[src/rtl/ahblite_uart_slave.sv]
// AHB-Lite responder for the UART window: TX/RX byte FIFOs, status register, TX-full wait states.
// Optional: define AHB_UART_ERR_EN to answer offset 0xC with a two-cycle ERROR response.
module ahblite_uart_slave #(
    parameter int TX_DEPTH = 4,
    parameter int RX_DEPTH = 4
) (
    input  logic        HCLK,
    input  logic        HRESETn,
    input  logic        HSEL,
    input  logic [31:0] HADDR,
    input  logic [1:0]  HTRANS,
    input  logic [2:0]  HSIZE,
    input  logic [3:0]  HPROT,
    input  logic        HWRITE,
    input  logic [31:0] HWDATA,
    input  logic        HREADY,
    output logic        HREADYOUT,
    output logic [31:0] HRDATA,
    output logic        HRESP,
    output logic [7:0]  tx_data,
    output logic        tx_valid,
    input  logic        tx_ready,
    input  logic [7:0]  rx_data,
    input  logic        rx_valid
);
    localparam int TAW = $clog2(TX_DEPTH);
    localparam int RAW = $clog2(RX_DEPTH);
    localparam logic [TAW:0] TX_FULL_CNT = (TAW+1)'(TX_DEPTH);
    localparam logic [RAW:0] RX_FULL_CNT = (RAW+1)'(RX_DEPTH);
    localparam logic [1:0] A_RXDATA = 2'd0;
    localparam logic [1:0] A_STATE  = 2'd1;
    localparam logic [1:0] A_TXDATA = 2'd2;

    // Size, protection and the upper byte lanes carry no meaning for this block.
    logic unused_ok;
    assign unused_ok = ^{HSIZE, HPROT, HADDR[31:4], HADDR[1:0], HWDATA[31:8]};

    logic [1:0] addr_q;
    logic       write_q;
    logic       act_q;

    always_ff @(posedge HCLK) begin
        if (!HRESETn) begin
            act_q <= 1'b0;
        end else if (HREADY) begin
            act_q <= HSEL & HTRANS[1];
        end
    end

    always_ff @(posedge HCLK) begin
        if (HREADY) begin
            addr_q  <= HADDR[3:2];
            write_q <= HWRITE;
        end
    end

    logic [7:0]     tx_mem [TX_DEPTH];
    logic [TAW-1:0] tx_wr, tx_rd;
    logic [TAW:0]   tx_count;
    logic [7:0]     rx_mem [RX_DEPTH];
    logic [RAW-1:0] rx_wr, rx_rd;
    logic [RAW:0]   rx_count;
    logic           rx_overrun;

    logic tx_full, tx_empty, rx_full, rx_nonempty;
    logic rd_rx, rd_state, wr_tx, tx_stall, done;
    logic tx_push, tx_pop, rx_push, rx_pop, rx_drop, state_done;

    assign tx_full     = (tx_count == TX_FULL_CNT);
    assign tx_empty    = (tx_count == '0);
    assign rx_full     = (rx_count == RX_FULL_CNT);
    assign rx_nonempty = (rx_count != '0);

    assign rd_rx    = act_q & ~write_q & (addr_q == A_RXDATA);
    assign rd_state = act_q & ~write_q & (addr_q == A_STATE);
    assign wr_tx    = act_q &  write_q & (addr_q == A_TXDATA);
    assign tx_stall = wr_tx & tx_full;

`ifdef AHB_UART_ERR_EN
    localparam logic [1:0] A_UNMAP = 2'd3;
    logic err_acc;
    logic err_ph;
    assign err_acc = act_q & (addr_q == A_UNMAP);

    // err_ph marks the second (ready) cycle of the ERROR response.
    always_ff @(posedge HCLK) begin
        if (!HRESETn) begin
            err_ph <= 1'b0;
        end else begin
            err_ph <= err_acc & ~err_ph;
        end
    end

    assign HREADYOUT = ~(tx_stall | (err_acc & ~err_ph));
    assign HRESP     = err_acc;
`else
    assign HREADYOUT = ~tx_stall;
    assign HRESP     = 1'b0;
`endif

    assign done       = act_q & HREADYOUT;
    assign tx_push    = done & wr_tx;
    assign tx_pop     = tx_valid & tx_ready;
    assign rx_pop     = done & rd_rx & rx_nonempty;
    assign rx_push    = rx_valid & (~rx_full | rx_pop);
    assign rx_drop    = rx_valid & rx_full & ~rx_pop;
    assign state_done = done & rd_state;

    assign tx_valid = ~tx_empty;
    assign tx_data  = tx_mem[tx_rd];

    always_ff @(posedge HCLK) begin
        if (!HRESETn) begin
            tx_wr    <= '0;
            tx_rd    <= '0;
            tx_count <= '0;
        end else begin
            if (tx_push) tx_wr <= tx_wr + TAW'(1);
            if (tx_pop)  tx_rd <= tx_rd + TAW'(1);
            if (tx_push && !tx_pop)      tx_count <= tx_count + (TAW+1)'(1);
            else if (!tx_push && tx_pop) tx_count <= tx_count - (TAW+1)'(1);
        end
    end

    always_ff @(posedge HCLK) begin
        if (tx_push) tx_mem[tx_wr] <= HWDATA[7:0];
    end

    // A drop in the same cycle as a status read keeps the flag set.
    always_ff @(posedge HCLK) begin
        if (!HRESETn) begin
            rx_wr      <= '0;
            rx_rd      <= '0;
            rx_count   <= '0;
            rx_overrun <= 1'b0;
        end else begin
            if (rx_push) rx_wr <= rx_wr + RAW'(1);
            if (rx_pop)  rx_rd <= rx_rd + RAW'(1);
            if (rx_push && !rx_pop)      rx_count <= rx_count + (RAW+1)'(1);
            else if (!rx_push && rx_pop) rx_count <= rx_count - (RAW+1)'(1);
            if (rx_drop)         rx_overrun <= 1'b1;
            else if (state_done) rx_overrun <= 1'b0;
        end
    end

    always_ff @(posedge HCLK) begin
        if (rx_push) rx_mem[rx_wr] <= rx_data;
    end

    always_comb begin
        HRDATA = 32'h0;
        if (act_q && !write_q) begin
            case (addr_q)
                A_RXDATA: if (rx_nonempty) HRDATA = {24'h0, rx_mem[rx_rd]};
                A_STATE:  HRDATA = {28'h0, tx_empty, rx_overrun, rx_nonempty, tx_full};
                default:  HRDATA = 32'h0;
            endcase
        end
    end
endmodule

[config.mk]
export PLATFORM = sky130hd
export DESIGN_NAME = ahblite_uart_slave
export DESIGN_NICKNAME = d
export VERILOG_FILES = /design/src/rtl/ahblite_uart_slave.sv
export SDC_FILE = /design/constraint.sdc
export NUM_CORES = 1
export LEC_CHECK = 0
export BUFFER_PORTS_ARGS = -buffer_cell sky130_fd_sc_hd__clkbuf_2
export CORE_ASPECT_RATIO = 1.2
export CORE_MARGIN = 5
export CORE_UTILIZATION = 53
export DETAILED_ROUTE_END_ITERATION = 8
export GPL_TIMING_DRIVEN = 0
export MAX_ROUTING_LAYER = met4
export PLACE_DENSITY = 0.84
export SLEW_MARGIN = 20
export SYNTH_ARGS = -nofsm -noshare
export SYNTH_HDL_FRONTEND = slang
export SYNTH_SLANG_ARGS = --single-unit
[constraint.sdc]
create_clock -name HCLK -period 6.4 [get_ports HCLK]
set_input_delay 0.96 -clock HCLK [delete_from_list [all_inputs] [get_ports HCLK]]
set_output_delay 0.96 -clock HCLK [all_outputs]
set_load 0.005 [all_outputs]
==> results of run 1 <==
==> worst max-delay path: cells and delay by family (launching register included) <==
family          cells  cell delay, ns
compound gates      1            0.21
buf+inv             3            0.51
flops               1            0.43
simple gates        2            0.76
==> metal layers <==
| metal | up-vias | GRT usage [%] | part of all wire, % |
|---|---|---|---|
| li1 | 1001 | - | - |
| met1 | 994 | 17.4 | 38 |
| met2 | 61 | 26.3 | 55 |
| met3 | 3 | 3.91 | 6.4 |
| met4 | 0 | 6.24 | 0.58 |
| met5 | - | - | 0 |
==> logic make-up (layout without fill, tap and decap cells) <==
family | Yosys count | in the layout | synth area share [%]
other | 1 | 25 | 0.101
multiplexers | 20 | 20 | 10.8
adder cells (fa/ha/maj) | 12 | 12 | 4.45
AND/OR/NAND/NOR | 49 | 49 | 7.45
XOR/XNOR | 6 | 6 | 1.42
buffers and inverters | 47 | 106 | 7.42
flip-flops | 87 | 87 | 65.0
AO/OA/AOI/OAI | 21 | 21 | 3.37
==> flip-flops by register name (all words and copies together), names as in the netlist, named ones only <==
signal	cells
tx_wr	2
rx_count	3
tx_count	3
addr_q	2
act_q	1
tx_mem	32
write_q	1
rx_mem	32
rx_rd	2
rx_overrun	1
rx_wr	2
tx_rd	2
==> cell usage in the layout, fill, tap and decap left out, types with 4 or more instances in the layout <==
| cell type | Yosys | routed |
|---|---|---|
| edfxtp_1 | 67 | 67 |
| clkbuf_2 | 1 | 44 |
| buf_4 | 25 | 25 |
| conb_1 | 1 | 25 |
| dfxtp_1 | 20 | 20 |
| mux4_2 | 16 | 16 |
| inv_1 | 13 | 13 |
| nor2_1 | 11 | 11 |
| ha_1 | 10 | 10 |
| a21oi_1 | 9 | 9 |
| clkbuf_8 | 0 | 9 |
| nand2_1 | 7 | 7 |
| xor2_1 | 6 | 6 |
| o21ai_0 | 5 | 5 |
| clkbuf_1 | 4 | 4 |
| or3_1 | 4 | 4 |
| nor2b_1 | 4 | 4 |
| and2_1 | 4 | 4 |
| and3_1 | 4 | 4 |
| mux2i_1 | 4 | 4 |
==> through the flow <==
stage	area, µm²	util [%]
final	4320	63.4
after global routing	4320	63.4
after CTS	4320	63.4
after detailed placement	4130	60.6
after global placement	4130	60.6
after floorplan	3800	-
==> power breakdown <==
part           leakage [nW]  internal [mW]  switching (mW)  total [mW]
Clock                0.0956          0.181           0.185       0.366
Sequential            0.773          0.651          0.0323       0.684
Combinational         0.814          0.120           0.118       0.239
Total                  1.68          0.952           0.336        1.29
==> path summary, 6_finish.rpt <==
kind / end
max: HRDATA[2]
min: rx_overrun$_SDFFE_PN0P_
max reg2reg: rx_count[2]$_SDFFE_PN0P_
min reg2reg: rx_overrun$_SDFFE_PN0P_
==> area by class of cell <==
| class | instances | area share (%) |
|---|---|---|
| multi-input cells | 133 | 25.8 |
| well taps | 87 | 2.52 |
| plain buffers | 34 | 5.24 |
| flip-flops and latches | 87 | 55.8 |
| repair buffers | 43 | 4.98 |
| clock buffers | 9 | 2.87 |
| clock inverters | 7 | 1.68 |
| inverters | 13 | 1.13 |
==> out/metrics.cfg, run 1 <==
[placed_design]
dp_hpwl_um=4660
place_ws_ns=3.50
routabilityCongestion=0.785
port_buffers=43
post-place-cells=397

[sta]
fin_skew_ns=0.0113
relSlewSlack_pct=62.4
finalCritPeriodShare_pct=50.1
fin_hold_ws_ns=0.491
setup_viol=0
layout_min_cycle_time_ns=3.21
max_freq_mhz=312
worstMarginPinSlew_ns=0.559
fin_ws_ns=3.19
tns_ns=0
hold_viol_final=0
rsz0062_at_grt=false
maxSlewViolCount=0

[layout]
antenna_cells=0
nNetsFinal=421
drive_above_1_share_pct=32.8
fill_cells=491
syn_to_final_growth_pct=16.5
fin_cells=413
multi_input_area_um2=1110
regArea_um2=2410

[hold_path]
hold_class=reg2reg
hold_start=rx_overrun$_SDFFE_PN0P_
hold_depth=2

[run_status]
status=completed

[route]
num_vias=2059
detail-route-antenna-nets=0
wl_per_cell_um=14.7
routed_wl_um=6070
drc_errors=0
drtIter0Drc=86
drt_pass1_iterations=4
viasPerCell=4.99

[setup_path]
r2r_start=addr_q[0]$_DFFE_PP_
critPathKind=reg2out
cp.required_ns=5.44
path_cells=or4b_1, clkbuf_2, or2_1, buf_2, o22ai_1, clkbuf_2
start_kind=register
path_max_fanout=8
worstRegToRegCells=9
critPathLaunch=addr_q[0]$_DFFE_PP_
crit_top_cell=clkbuf_2
r2r_setup_slack_ns=3.49
max_stage_delay_ns=0.54
end_kind=output pin
slowest_stage=or4b_1
cp.arrival_ns=2.25

[clock_tree]
cts-htree-levels=3
numClockSinks=87
clock_latency_ns=0.35
root_buffer=clkbuf_8
cts_buffers=9
clk_pin_slew_ns=0.09
post_cts_buffers=0
cts_resized=0
cts_tree=done
cts_hold_buf=0
clockBufferDepth=2

[floorplan]
num_rows=33
core_area_um2=6810
design.die.area_um2=8780
die_h_um=102
die_w_um=86.4
io_pins=131
start_util_pct=54.5

[grt]
grt_pass1_vias=2056
grt_pass1_wl_um=9870
track_usage_pct=15.5
grt_max_degree=16
grt_overflow=0
antenna_found_initial=0

[pwr]
p_leak_nw=1.68
vdd_drop_max_mv=0.208
power.total_mw=1.29
p_per_area_nw_per_um2=298

[synthesis]
ys_seq_elements=87
yosysTopAreaCell=edfxtp_1
ys_seq_area_share_pct=65.0
async_flop_share_pct=0
synth.most_common_cell=edfxtp_1
synthTopCellsByCount=edfxtp_1 (67), buf_4 (25), dfxtp_1 (20)
synthFlopType=edfxtp_1
synthTopCellsByArea=edfxtp_1 (54%), dfxtp_1 (11%), mux4_2 (9.7%)
avgSynthCellArea_um2=15.3
netlist.area_leader.share_pct=54.2
synth_edf_count=67
ys_types=38
syn_inst=243
yosysWarnings=0
netlist_area_um2=3710

[job]
drv_cap=0

Power figures use the tool's default switching activity.
==> run 2: changes to the inputs <==
Settings changed: ABC_AREA set to 1, CORE_UTILIZATION 53 to 45, PLACE_DENSITY 0.84 to 0.76.
Clock period 6.4 ns to 2.89 ns, I/O delays scaled along.
==> run 2 against run 1 <==
Compared with the run above:
- global-route usage is 0.70 points lower
- clock power grew to 2.6 times the previous value
- setup slack worse by 2.4 ns
- first-iteration DRC count is 28% higher
- via count is 26% higher
- register-to-register slack worse by 2.7 ns
- cell count is 38% higher
- utilization is 9.8 points lower
- synthesized cell count is 51% higher
- non-clock buffer count is 2 lower
- clock-buffer cell count stayed put
- largest cell class unchanged
==> out/metrics.cfg, run 2 <==
[run_status]
status=completed

[synthesis]
netlist_area_um2=3860
ys_seq_elements=87
synthTopCellsByCount=edfxtp_1 (67), nor2_1 (63), nand2_1 (44)
netlist.area_leader.share_pct=52.1
yosysWarnings=0
synth.most_common_cell=edfxtp_1
async_flop_share_pct=0
synthTopCellsByArea=edfxtp_1 (52%), dfxtp_1 (10%), nor2_1 (6.1%)
synthFlopType=edfxtp_1
syn_inst=368
ys_types=25
yosysTopAreaCell=edfxtp_1
ys_seq_area_share_pct=62.4
synth_edf_count=67
avgSynthCellArea_um2=10.5

[floorplan]
core_area_um2=8470
design.die.area_um2=10500
num_rows=37
io_pins=131
die_w_um=94.6
die_h_um=112
start_util_pct=45.6

[sta]
fin_skew_ns=0.00902
finalCritPeriodShare_pct=72.3
max_freq_mhz=479
rsz0062_at_grt=false
fin_ws_ns=0.801
relSlewSlack_pct=42.9
maxSlewViolCount=0
layout_min_cycle_time_ns=2.09
tns_ns=0
hold_viol_final=0
setup_viol=0
worstMarginPinSlew_ns=0.853

[grt]
antenna_found_initial=0
grt_pass1_wl_um=11900
track_usage_pct=14.8
grt_pass1_vias=2556
grt_overflow=0
grt_max_degree=17

[clock_tree]
cts-htree-levels=3
cts_resized=0
post_cts_buffers=0
cts_hold_buf=0
cts_tree=done
clk_pin_slew_ns=0.09
clock_latency_ns=0.35
numClockSinks=87
clockBufferDepth=2
cts_buffers=9
root_buffer=clkbuf_8

[route]
viasPerCell=4.55
drtIter0Drc=110
drc_errors=0
num_vias=2585
routed_wl_um=7190
drt_pass1_iterations=4
wl_per_cell_um=12.7
detail-route-antenna-nets=0

[setup_path]
cp.required_ns=3.17
crit_cells=11
path_buf_inv=2
r2r_start=addr_q[0]$_DFFE_PP_
cpLargestDelayFamily=simple AND/OR/NAND/NOR gates
end_kind=register
critPathKind=reg2reg
path_cells=inv_2, nand4_1, nor2_4, ha_1, inv_1, fa_1, a21oi_1, o21ai_0, nand2_1, nand2_1, nor2_1
max_stage_delay_ns=0.47
path_max_fanout=6
worstRegToRegCells=11
cp.arrival_ns=2.37
start_kind=register
crit_top_cell=nand2_1
slowest_stage=edfxtp_1
reg2reg_to=tx_count[2]$_SDFFE_PN0P_
r2r_setup_slack_ns=0.80

[hold_path]
hold_class=in2reg
hold_depth=1
min_to=addr_q[1]$_DFFE_PP_
hold_start=HADDR[3]

[pwr]
p_per_area_nw_per_um2=643
p_leak_nw=1.90
vdd_drop_max_mv=0.345

[layout]
fill_cells=755
final_common_cell=edfxtp_1
nNetsFinal=546
reg.largest.list=rx_mem (32), tx_mem (32)
antenna_cells=0
final_cell_mix=edfxtp_1 (67), nor2_1 (63), nand2_1 (44), clkbuf_2 (43), inv_1 (38)
fin_cells=568
drive_above_1_share_pct=23.3
syn_to_final_growth_pct=17.6

[placed_design]
place_ws_ns=0.824
dp_hpwl_um=5260
routabilityCongestion=0.790
port_buffers=43
post-place-cells=552

[job]
drv_cap=0

==> run 2: power breakdown <==
part	switching [mW]	internal [mW]
logic	0.296	0.193
registers	0.0628	1.42
clock network	0.451	0.499
total	0.810	2.11
==> run 2: metal layers <==
| layer | GRT usage, % | vias to the layer above | wire (µm) |
|---|---|---|---|
| li1 | - | 1332 | - |
| met1 | 17.0 | 1181 | 3150 |
| met2 | 25.1 | 65 | 3650 |
| met3 | 3.04 | 7 | 342 |
| met4 | 5.39 | 0 | 55 |
| met5 | - | - | 0 |
==> run 2: worst max path at each step <==
stage	end	slack [ns]	start
after floorplan	rx_count[2]$_SDFFE_PN0P_	1.0	addr_q[0]$_DFFE_PP_
after global placement	rx_count[2]$_SDFFE_PN0P_	0.87	addr_q[0]$_DFFE_PP_
final	tx_count[2]$_SDFFE_PN0P_	0.80	addr_q[0]$_DFFE_PP_
after CTS	tx_count[2]$_SDFFE_PN0P_	0.80	addr_q[0]$_DFFE_PP_
after detailed placement	rx_count[2]$_SDFFE_PN0P_	0.82	addr_q[0]$_DFFE_PP_
after global routing	rx_count[2]$_SDFFE_PN0P_	0.52	addr_q[0]$_DFFE_PP_
==> run 2: metrics by stage <==
stage                     power (mW)  cell area, µm²  util, %  hold WS [ns]
final                           2.92            4540     53.6         0.254
after global routing            3.09            4540     53.6         0.233
after CTS                       2.95            4540     53.6         0.236
after detailed placement        2.01            4320     51.0         0.468
after global placement          1.99            4320     51.0         0.451
after floorplan                 1.83            3960        -         0.438
==> run 2: logic make-up (layout without fill, tap and decap cells) <==
family | Yosys count | in the layout | synth area share (%)
buf+inv | 74 | 133 | 10.3
xor+xnor | 1 | 1 | 0.227
compound gates | 58 | 58 | 7.87
fa+ha+maj | 12 | 12 | 4.27
simple gates | 135 | 135 | 14.8
other cells | 1 | 25 | 0.0970
flops | 87 | 87 | 62.4
==> run 2: final cells by class <==
cell class                      count  area (µm²)  share of cell area, %
Sequential cell                    87        2410                   53.1
Multi-Input combinational cell    231        1140                   25.2
Buffer                             32         240                   5.29
Timing Repair Buffer               43         215                   4.74
Inverter                           42         158                   3.47
Tap cell                          117         146                   3.22
Clock buffer                        9         124                   2.73
Clock inverter                      7         104                   2.29
==> run 2: worst reg2reg max path, stage by stage (launching register included) <==
cell	delay (ns)
edfxtp_1	0.47
inv_2	0.11
nand4_1	0.15
nor2_4	0.23
ha_1	0.17
inv_1	0.07
fa_1	0.38
a21oi_1	0.15
o21ai_0	0.12
nand2_1	0.07
nand2_1	0.04
nor2_1	0.08
